<file path="src/rtl/fir_resp_monitor.sv">
// fir_resp_monitor: captures a filter's response into a small buffer once the
// output first goes nonzero. It records the signed peaks and the active length,
// and ends the capture on a quiet run, a full buffer, or a trigger timeout.
module fir_resp_monitor #(
  parameter  int unsigned W     = 10,
  parameter  int unsigned DEPTH = 16,
  parameter  int unsigned QUIET = 3,
  parameter  int unsigned TMO   = 32,
  localparam int unsigned AW    = $clog2(DEPTH)
) (
  input  logic                clk,
  input  logic                rst,
  input  logic signed [W-1:0] y_in,
  input  logic                start,
  input  logic [AW-1:0]       rd_addr,
  output logic signed [W-1:0] rd_data,
  output logic                busy,
  output logic                done,
  output logic [AW:0]         len,
  output logic signed [W-1:0] peak_max,
  output logic signed [W-1:0] peak_min,
  output logic                timeout,
  output logic                overflow
);

  localparam int unsigned CW = AW + 1;
  localparam int unsigned TW = $clog2(TMO + 1);
  localparam int unsigned QW = $clog2(QUIET + 1);

  localparam logic [1:0] S_IDLE    = 2'd0;
  localparam logic [1:0] S_ARMED   = 2'd1;
  localparam logic [1:0] S_CAPTURE = 2'd2;
  localparam logic [1:0] S_DONE    = 2'd3;

  // Peaks start at the opposite extremes, so the first sample sets both.
  localparam logic signed [W-1:0] PMAX_INIT = {1'b1, {(W-1){1'b0}}};
  localparam logic signed [W-1:0] PMIN_INIT = {1'b0, {(W-1){1'b1}}};

  logic [1:0]         state_q, state_d;
  logic [CW-1:0]      wcnt_q, wcnt_d;
  logic [CW-1:0]      len_q, len_d;
  logic signed [W-1:0] pmax_q, pmax_d;
  logic signed [W-1:0] pmin_q, pmin_d;
  logic               timeout_q, timeout_d;
  logic               overflow_q, overflow_d;
  logic [TW-1:0]      tmo_q, tmo_d;
  logic [QW-1:0]      zrun_q, zrun_d;
  logic               busy_q, busy_d;
  logic               done_q, done_d;
  logic signed [W-1:0] rd_data_q;

  logic               we_c;
  logic [AW-1:0]      waddr_c;
  logic               y_nz_c;

  logic signed [W-1:0] mem [DEPTH];

  // Next-state and result update; start overrides everything else.
  always_comb begin
    state_d    = state_q;
    wcnt_d     = wcnt_q;
    len_d      = len_q;
    pmax_d     = pmax_q;
    pmin_d     = pmin_q;
    timeout_d  = timeout_q;
    overflow_d = overflow_q;
    tmo_d      = tmo_q;
    zrun_d     = zrun_q;
    we_c       = 1'b0;
    waddr_c    = wcnt_q[AW-1:0];
    y_nz_c     = (y_in != '0);

    if (start) begin
      state_d    = S_ARMED;
      wcnt_d     = '0;
      len_d      = '0;
      pmax_d     = PMAX_INIT;
      pmin_d     = PMIN_INIT;
      timeout_d  = 1'b0;
      overflow_d = 1'b0;
      tmo_d      = '0;
      zrun_d     = '0;
    end else begin
      case (state_q)
        S_ARMED: begin
          if (y_nz_c) begin
            we_c    = 1'b1;
            waddr_c = '0;
            wcnt_d  = CW'(1);
            len_d   = CW'(1);
            zrun_d  = '0;
            if (y_in > pmax_q) pmax_d = y_in;
            if (y_in < pmin_q) pmin_d = y_in;
            state_d = S_CAPTURE;
          end else if (tmo_q == TW'(TMO - 1)) begin
            timeout_d = 1'b1;
            state_d   = S_DONE;
          end else begin
            tmo_d = tmo_q + TW'(1);
          end
        end
        S_CAPTURE: begin
          we_c   = 1'b1;
          wcnt_d = wcnt_q + CW'(1);
          if (y_in > pmax_q) pmax_d = y_in;
          if (y_in < pmin_q) pmin_d = y_in;
          if (y_nz_c) begin
            len_d  = wcnt_q + CW'(1);
            zrun_d = '0;
          end else begin
            zrun_d = zrun_q + QW'(1);
          end
          // Quiet wins over a simultaneous full buffer.
          if (zrun_d == QW'(QUIET)) begin
            state_d = S_DONE;
          end else if (wcnt_d == CW'(DEPTH)) begin
            overflow_d = 1'b1;
            state_d    = S_DONE;
          end
        end
        default: ;
      endcase
    end

    busy_d = (state_d == S_ARMED) || (state_d == S_CAPTURE);
    done_d = (state_d == S_DONE);
  end

  // State and result registers.
  always_ff @(posedge clk or posedge rst) begin
    if (rst) begin
      state_q    <= S_IDLE;
      wcnt_q     <= '0;
      len_q      <= '0;
      pmax_q     <= '0;
      pmin_q     <= '0;
      timeout_q  <= 1'b0;
      overflow_q <= 1'b0;
      tmo_q      <= '0;
      zrun_q     <= '0;
      busy_q     <= 1'b0;
      done_q     <= 1'b0;
    end else begin
      state_q    <= state_d;
      wcnt_q     <= wcnt_d;
      len_q      <= len_d;
      pmax_q     <= pmax_d;
      pmin_q     <= pmin_d;
      timeout_q  <= timeout_d;
      overflow_q <= overflow_d;
      tmo_q      <= tmo_d;
      zrun_q     <= zrun_d;
      busy_q     <= busy_d;
      done_q     <= done_d;
    end
  end

  // Capture buffer; contents are left unreset and are gated on read instead.
  always_ff @(posedge clk) begin
    if (we_c) mem[waddr_c] <= y_in;
  end

  // Registered read port; addresses not yet written this capture return 0.
  always_ff @(posedge clk or posedge rst) begin
    if (rst) begin
      rd_data_q <= '0;
    end else if ({1'b0, rd_addr} < wcnt_q) begin
      rd_data_q <= mem[rd_addr];
    end else begin
      rd_data_q <= '0;
    end
  end

  assign rd_data  = rd_data_q;
  assign busy     = busy_q;
  assign done     = done_q;
  assign len      = len_q;
  assign peak_max = pmax_q;
  assign peak_min = pmin_q;
  assign timeout  = timeout_q;
  assign overflow = overflow_q;

endmodule
</file>
<file path="config.mk">
export PLATFORM = sky130hd
export DESIGN_NAME = fir_resp_monitor
export DESIGN_NICKNAME = d
export VERILOG_FILES = /design/src/rtl/fir_resp_monitor.sv
export SDC_FILE = /design/constraint.sdc
export NUM_CORES = 1
export LEC_CHECK = 0
export CORE_UTILIZATION = 55
export CTS_BUF_LIST = sky130_fd_sc_hd__clkbuf_2 sky130_fd_sc_hd__clkbuf_4 sky130_fd_sc_hd__clkbuf_8
export CTS_CLUSTER_DIAMETER = 30
export DETAILED_ROUTE_END_ITERATION = 12
export PLACE_DENSITY = 0.81
export SLEW_MARGIN = 20
export SYNTH_ARGS = -nofsm -noshare
export SYNTH_HDL_FRONTEND = slang
export SYNTH_SLANG_ARGS = --single-unit
export TNS_END_PERCENT = 20
</file>
<file path="constraint.sdc">
create_clock -name clk -period 2.38 [get_ports clk]
set_input_delay 0.476 -clock clk [delete_from_list [all_inputs] [get_ports clk]]
set_output_delay 0.476 -clock clk [all_outputs]
set_load 0.1 [all_outputs]
</file>
# [Word level (Yosys, flattened, before mapping)]
# Memories as Yosys holds them, arrays and structs flattened.
# Cells that the tools add are included.
[op_classes] mux=47 eq_ne=13 reduce_logical=12 addsub=3 order_cmp=3
[op_table] operator="$mux W10" n=7
[op_table] operator="$pmux W10 S2" n=2
[op_table] operator="$mux W6" n=4
[op_table] operator="$mux W2" n=10
[op_table] operator="$mux W5" n=4
[op_table] operator="$pmux W5 S2" n=2
[op_table] operator="$mux W1" n=12
[op_table] operator="$mux W4" n=3
[op_table] operator="$reduce_and A3 Y1" n=4
[op_table] operator="$gt A10 B10 Y1" n=1
[op_table] operator="$lt A10 B10 Y1" n=1
[op_table] operator="$reduce_bool A10 Y1" n=1
[op_table] operator="$eq A2 B2 Y1 const B" n=4
[op_table] operator="$pmux W2 S2" n=2
[op_table] operator="$reduce_bool A2 Y1" n=4
[op_table] operator="$add A6 B1 Y6 const B" n=1
[op_table] operator="$eq A6 B5 Y1 const B" n=1
[op_table] operator="$ne A2 B2 Y1 const B" n=3
[op_table] operator="$ne A3 B3 Y1 const B" n=2
[op_table] operator="$add A5 B1 Y5 const B" n=1
[op_table] operator="$eq A5 B5 Y1 const B" n=1
[op_table] operator="$lt A4 B5 Y1" n=1
[op_table] operator="$eq A2 B1 Y1 const B" n=2
[op_table] operator="$reduce_bool A3 Y1" n=1
[op_table] operator="other kinds (4)" n=4
[word_totals] inputBits=17 ff_bits=54 mem_count=1 ramBits=160 elab_cells=91
[mem_list] name="mem" words=16 word_bits=10 rd=1 rd_clocked_by_memory_dff=0 wr=1 line_no="56" text="logic signed [W-1:0] mem [DEPTH];"

# [Longest topological paths before layout]
[logic_depth] depth_word=10 depth_mapped=8 depth_no_buf=7

# [Least setup slack after synthesis]
# OpenSTA, ideal clock, no wires.
[synth_timing] path_type="reg2reg" start="register pmax_q[5] (netlist: peak_max[5])" end="register pmax_q[4] (netlist: peak_max[4])" path_stages_with_launch=9 path_buffers=1 t_required_ns=2.300 arrival_ns=2.611 setup_ns=0.080 path_slack_ns=-0.310 path_cell_list="dfrtp_1 inv_1 ha_1 a21oi_1 o21ai_0 a2111oi_0 mux2i_1 buf_4 mux2i_1"
[synth_between] elab_chain_cells=5
[synth_rtl] element="start: declaration" line_no="42" text="logic signed [W-1:0] pmax_q, pmax_d;"
[synth_rtl] element="start signal: assignment" line_no="147" text="pmax_q <= pmax_d;"
[synth_rtl] element="$gt A10 B10 Y1 *" line_no="92, 105"
[synth_rtl] element="$mux W10 *"
[synth_rtl] element="$mux W10"
[synth_rtl] element="$pmux W10 S2 *"
[synth_rtl] element="$mux W10 *"
# Every way passes the cells marked *; elsewhere a longest branch is shown, timed or not. The select of a mux whose other input is x is not followed.
# A chain may end at the register's enable or synchronous reset.

# [Worst setup path after layout]
[layout_timing] start="input port y_in[8]" end="register pmin_q[2] (netlist: peak_min[2])"
[layout_between] elab_chain_cells=5 word_cells_on_any_way=8 cone_classes="1 x order compare; 1 x eq/ne; 4 x mux; 2 x reduce/logical"
[layout_rtl] element="start: declaration" line_no="13" text="input logic signed [W-1:0] y_in,"
[layout_rtl] element="$lt A10 B10 Y1" line_no="93, 106"
[layout_rtl] element="$mux W10 (2 in a row)"
[layout_rtl] element="$pmux W10 S2"
[layout_rtl] element="$mux W10"
[layout_rtl] element="end signal: assignment" line_no="148" text="pmin_q <= pmin_d;"
[layout_rtl] element="end: declaration" line_no="43" text="logic signed [W-1:0] pmin_q, pmin_d;"
# Several ways; a longest one is shown, not always the timed one. The select of a mux whose other input is x is not followed.

==> flow_summary.yaml <==
status:
  status: "finished, final reports clean"
global_routing:
  grt.overflow.total: 0
  grtUsageTotal: 0.255
  grt_pass1_wl_mm: 33.0
  grt_pass1_vias: 5847
  antenna_found_initial: 0
  grt_max_degree: 55
place:
  dp.cells: 896
  hpwl_mm: 14.6
  port_buffers: 55
  gp_congestion: 0.847
clock_network:
  hold_buffers: 0
  clock_latency_ns: 0.54
  cts_setup_buffers: 0
  cts_buffer_depth: 3
  cts_tree: "done"
  cts-htree-levels: 2
  cts_root_buf: "clkbuf_8"
  cts_buffers: 39
  clkSinkCount: 214
  clkTransAtPathRegs_ns: 0.05
finish:
  diodes: 0
  drive_gt1_frac: 0.302
  layout_common_cells: "edfxtp_1 (160), buf_4 (109), nor2_1 (55), dfrtp_1 (42), clkbuf_8 (40)"
  fin_nets: 762
  area_delta_synth_final_pct: 22.3
  final_cells: 965
  layout_commonest_cell: "edfxtp_1"
timing:
  setup_viol: 0
  whs_ns: 0.315
  tightest_slew_ns: 0.659
  grt_setup_unrepaired: "true"
  clock_skew_ns: 0.0289
  drv_slew: 0
  period_needed_ns: 2.32
  hold_violations: 0
  max_freq_mhz: 431
  relSlewSlack: 0.560
  period_share: 0.974
critical_path:
  cp-end-kind: "register"
  cpMaxStageDelayCell: "a2111oi_0"
  arrival_ns: 2.76
  path_cells: "clkdlybuf4s50_1 > buf_4 > ha_1 > a2111oi_0 > a21oi_1 > a211oi_2 > buf_4 > mux2i_1"
  worst_path_most_repeated_cell: "buf_4"
  max_stage_delay_ns: 0.48
  required_ns: 2.82
  endpoint: "peak_min[2]$_DFFE_PP0P_"
  startpoint: "y_in[8]"
  reg2reg_to: "peak_max[6]$_DFFE_PP0P_"
  r2r_start: "peak_max[7]$_DFFE_PP0P_"
  crit_type: "input port to register"
  worst-r2r-cell-count: 8
  start_kind: "input port"
  reg2reg_slack_ns: 0.20
  cp_max_fo: 10
floorplan:
  die_h_um: 132
  fp.coreArea_mm2: 0.0166
  die_w_um: 132
  die_area_mm2: 0.0175
  start_util: 0.564
  rows: 47
  num_io_pins: 56
worst_hold_path:
  hold_path_class: "input port to asynchronous set/reset pin"
power_and_ir_drop:
  leakage_uw: 0.00451
  p_per_area_mw_per_mm2: 949
  ir_drop_mv: 1.28
yosys:
  yosysWarningCount: 0
  synth_cells: 567
  syn_area_mm2: 0.00935
  synth_enable_flop_cells: 160
  yosysUniqueCellTypes: 49
  ys_seq_area_frac: 0.658
  synth-main-ff-cell: "edfxtp_1"
  syn_nets: 612
  ys_ff_latch: 214
  avgSynthCellArea_um2: 16.5
  async_reset_ff_frac: 0.252
run:
  max_cap_violations: 0
routing:
  first_pass_iters: 5
  drtIter0Drc: 390
  drc: 0
  vias: 5659
  totalWireLength_mm: 21.4
  detail_route.wl_per_cell_um: 22.2
  vias_per_cell: 5.86
  postRouteAntennaNets: 0
==> layout make-up <==
class                           count  area [um^2]
Clock inverter                     19          198
Fill cell                        1093         5140
Multi-Input combinational cell    299         2970
Inverter                           31          116
Clock buffer                       50          626
Tap cell                          220          275
Sequential cell                   214         6170
Timing Repair Buffer              132         1080
==> where the power goes <==
| group | leakage (uW) | internal, uW | switching, uW |
|---|---|---|---|
| Sequential | 0.00211 | 4260 | 163 |
| Clock | 0.000430 | 2160 | 1470 |
| Combinational | 0.00198 | 879 | 1920 |
==> per-stage QoR <==
step                      utilization  setup WS (ns)  TNS [ns]  instance area [um^2]  power [uW]
after floorplan                     -        -0.0232    -0.201                  9370        6420
after global placement          0.638         -0.420    -56.13                 10600        7130
after detailed placement        0.638         -0.501    -69.34                 10600        7230
after CTS                       0.688         0.0298         0                 11400       10900
after global routing            0.690        -0.0158    -0.138                 11400       11200
final                           0.690         0.0620         0                 11400       10900
==> repair_timing <==
action	4_1_cts	5_1_grt
hold endpoints to repair	0	0
gates resized for setup	0	9
setup endpoints to repair	0	81
==> cells by family (layout without fill, tap and decap cells) <==
family	Yosys count	after routing	synth area share
mux	75	75	0.163
fa+ha+maj	28	28	0.0375
xor+xnor	8	8	0.00749
flops	214	214	0.658
compound gates	59	59	0.0428
buf+inv	54	232	0.0266
simple gates	129	129	0.0650
==> layer usage <==
metal	global-route usage	vias to the layer above	routed length (um)
li1	-	2510	-
met4	0.0798	0	493
met5	0	-	0
met1	0.325	2819	8220
met3	0.0487	48	1630
met2	0.446	282	11100
==> synthesized netlist by cell type (2+ instances only) <==
cell type,number,share of area
a2111oi_0,2,0.0019
mux2i_1,21,0.022
nand4_1,4,0.0027
nor3_1,5,0.0027
dfrtp_1,54,0.14
nand3_1,12,0.0064
mux4_1,37,0.10
o21ai_0,11,0.0059
nand2_1,35,0.014
o31ai_1,3,0.0024
ha_1,28,0.037
edfxtp_1,160,0.51
nor2b_1,2,0.0013
a21boi_1,10,0.0080
clkbuf_1,15,0.0060
a211oi_1,3,0.0024
mux4_2,13,0.031
a21o_1,5,0.0040
nor4_4,2,0.0045
mux2_2,4,0.0048
inv_1,31,0.012
xnor2_1,8,0.0075
nor2_1,56,0.022
nand2b_1,4,0.0027
a21oi_1,15,0.0080
buf_6,4,0.0048
==> registers in the layout, indices dropped and copies added, names as in the netlist <==
register / flops
busy: 1
done: 1
len: 5
mem: 160
overflow: 1
peak_max: 10
peak_min: 10
rd_data: 10
state_q: 2
timeout: 1
tmo_q: 6
wcnt_q: 5
zrun_q: 2
==> worst min-delay path by stage <==
stage                          startpoint                     to  slack (ns)  depth (start not counted)
floorplan           zrun_q[1]$_DFFE_PP0P_  zrun_q[1]$_DFFE_PP0P_        0.48                          2
global placement       len[3]$_DFFE_PP0P_     len[3]$_DFFE_PP0P_        0.47                          2
detailed placement     len[2]$_DFFE_PP0P_     len[2]$_DFFE_PP0P_        0.48                          2
CTS                                   rst   rd_data[1]$_DFF_PP0_        0.32                          3
global route                          rst   rd_data[2]$_DFF_PP0_        0.34                          3
finish                                rst   rd_data[1]$_DFF_PP0_        0.31                          3
==> worst max-delay path: cells and delay by family <==
kind            cells  cell delay [ns]
compound gates      3             0.86
fa+ha+maj           1             0.30
mux                 1             0.23
buf+inv             3             0.90
(Power assumes the default switching activity.)
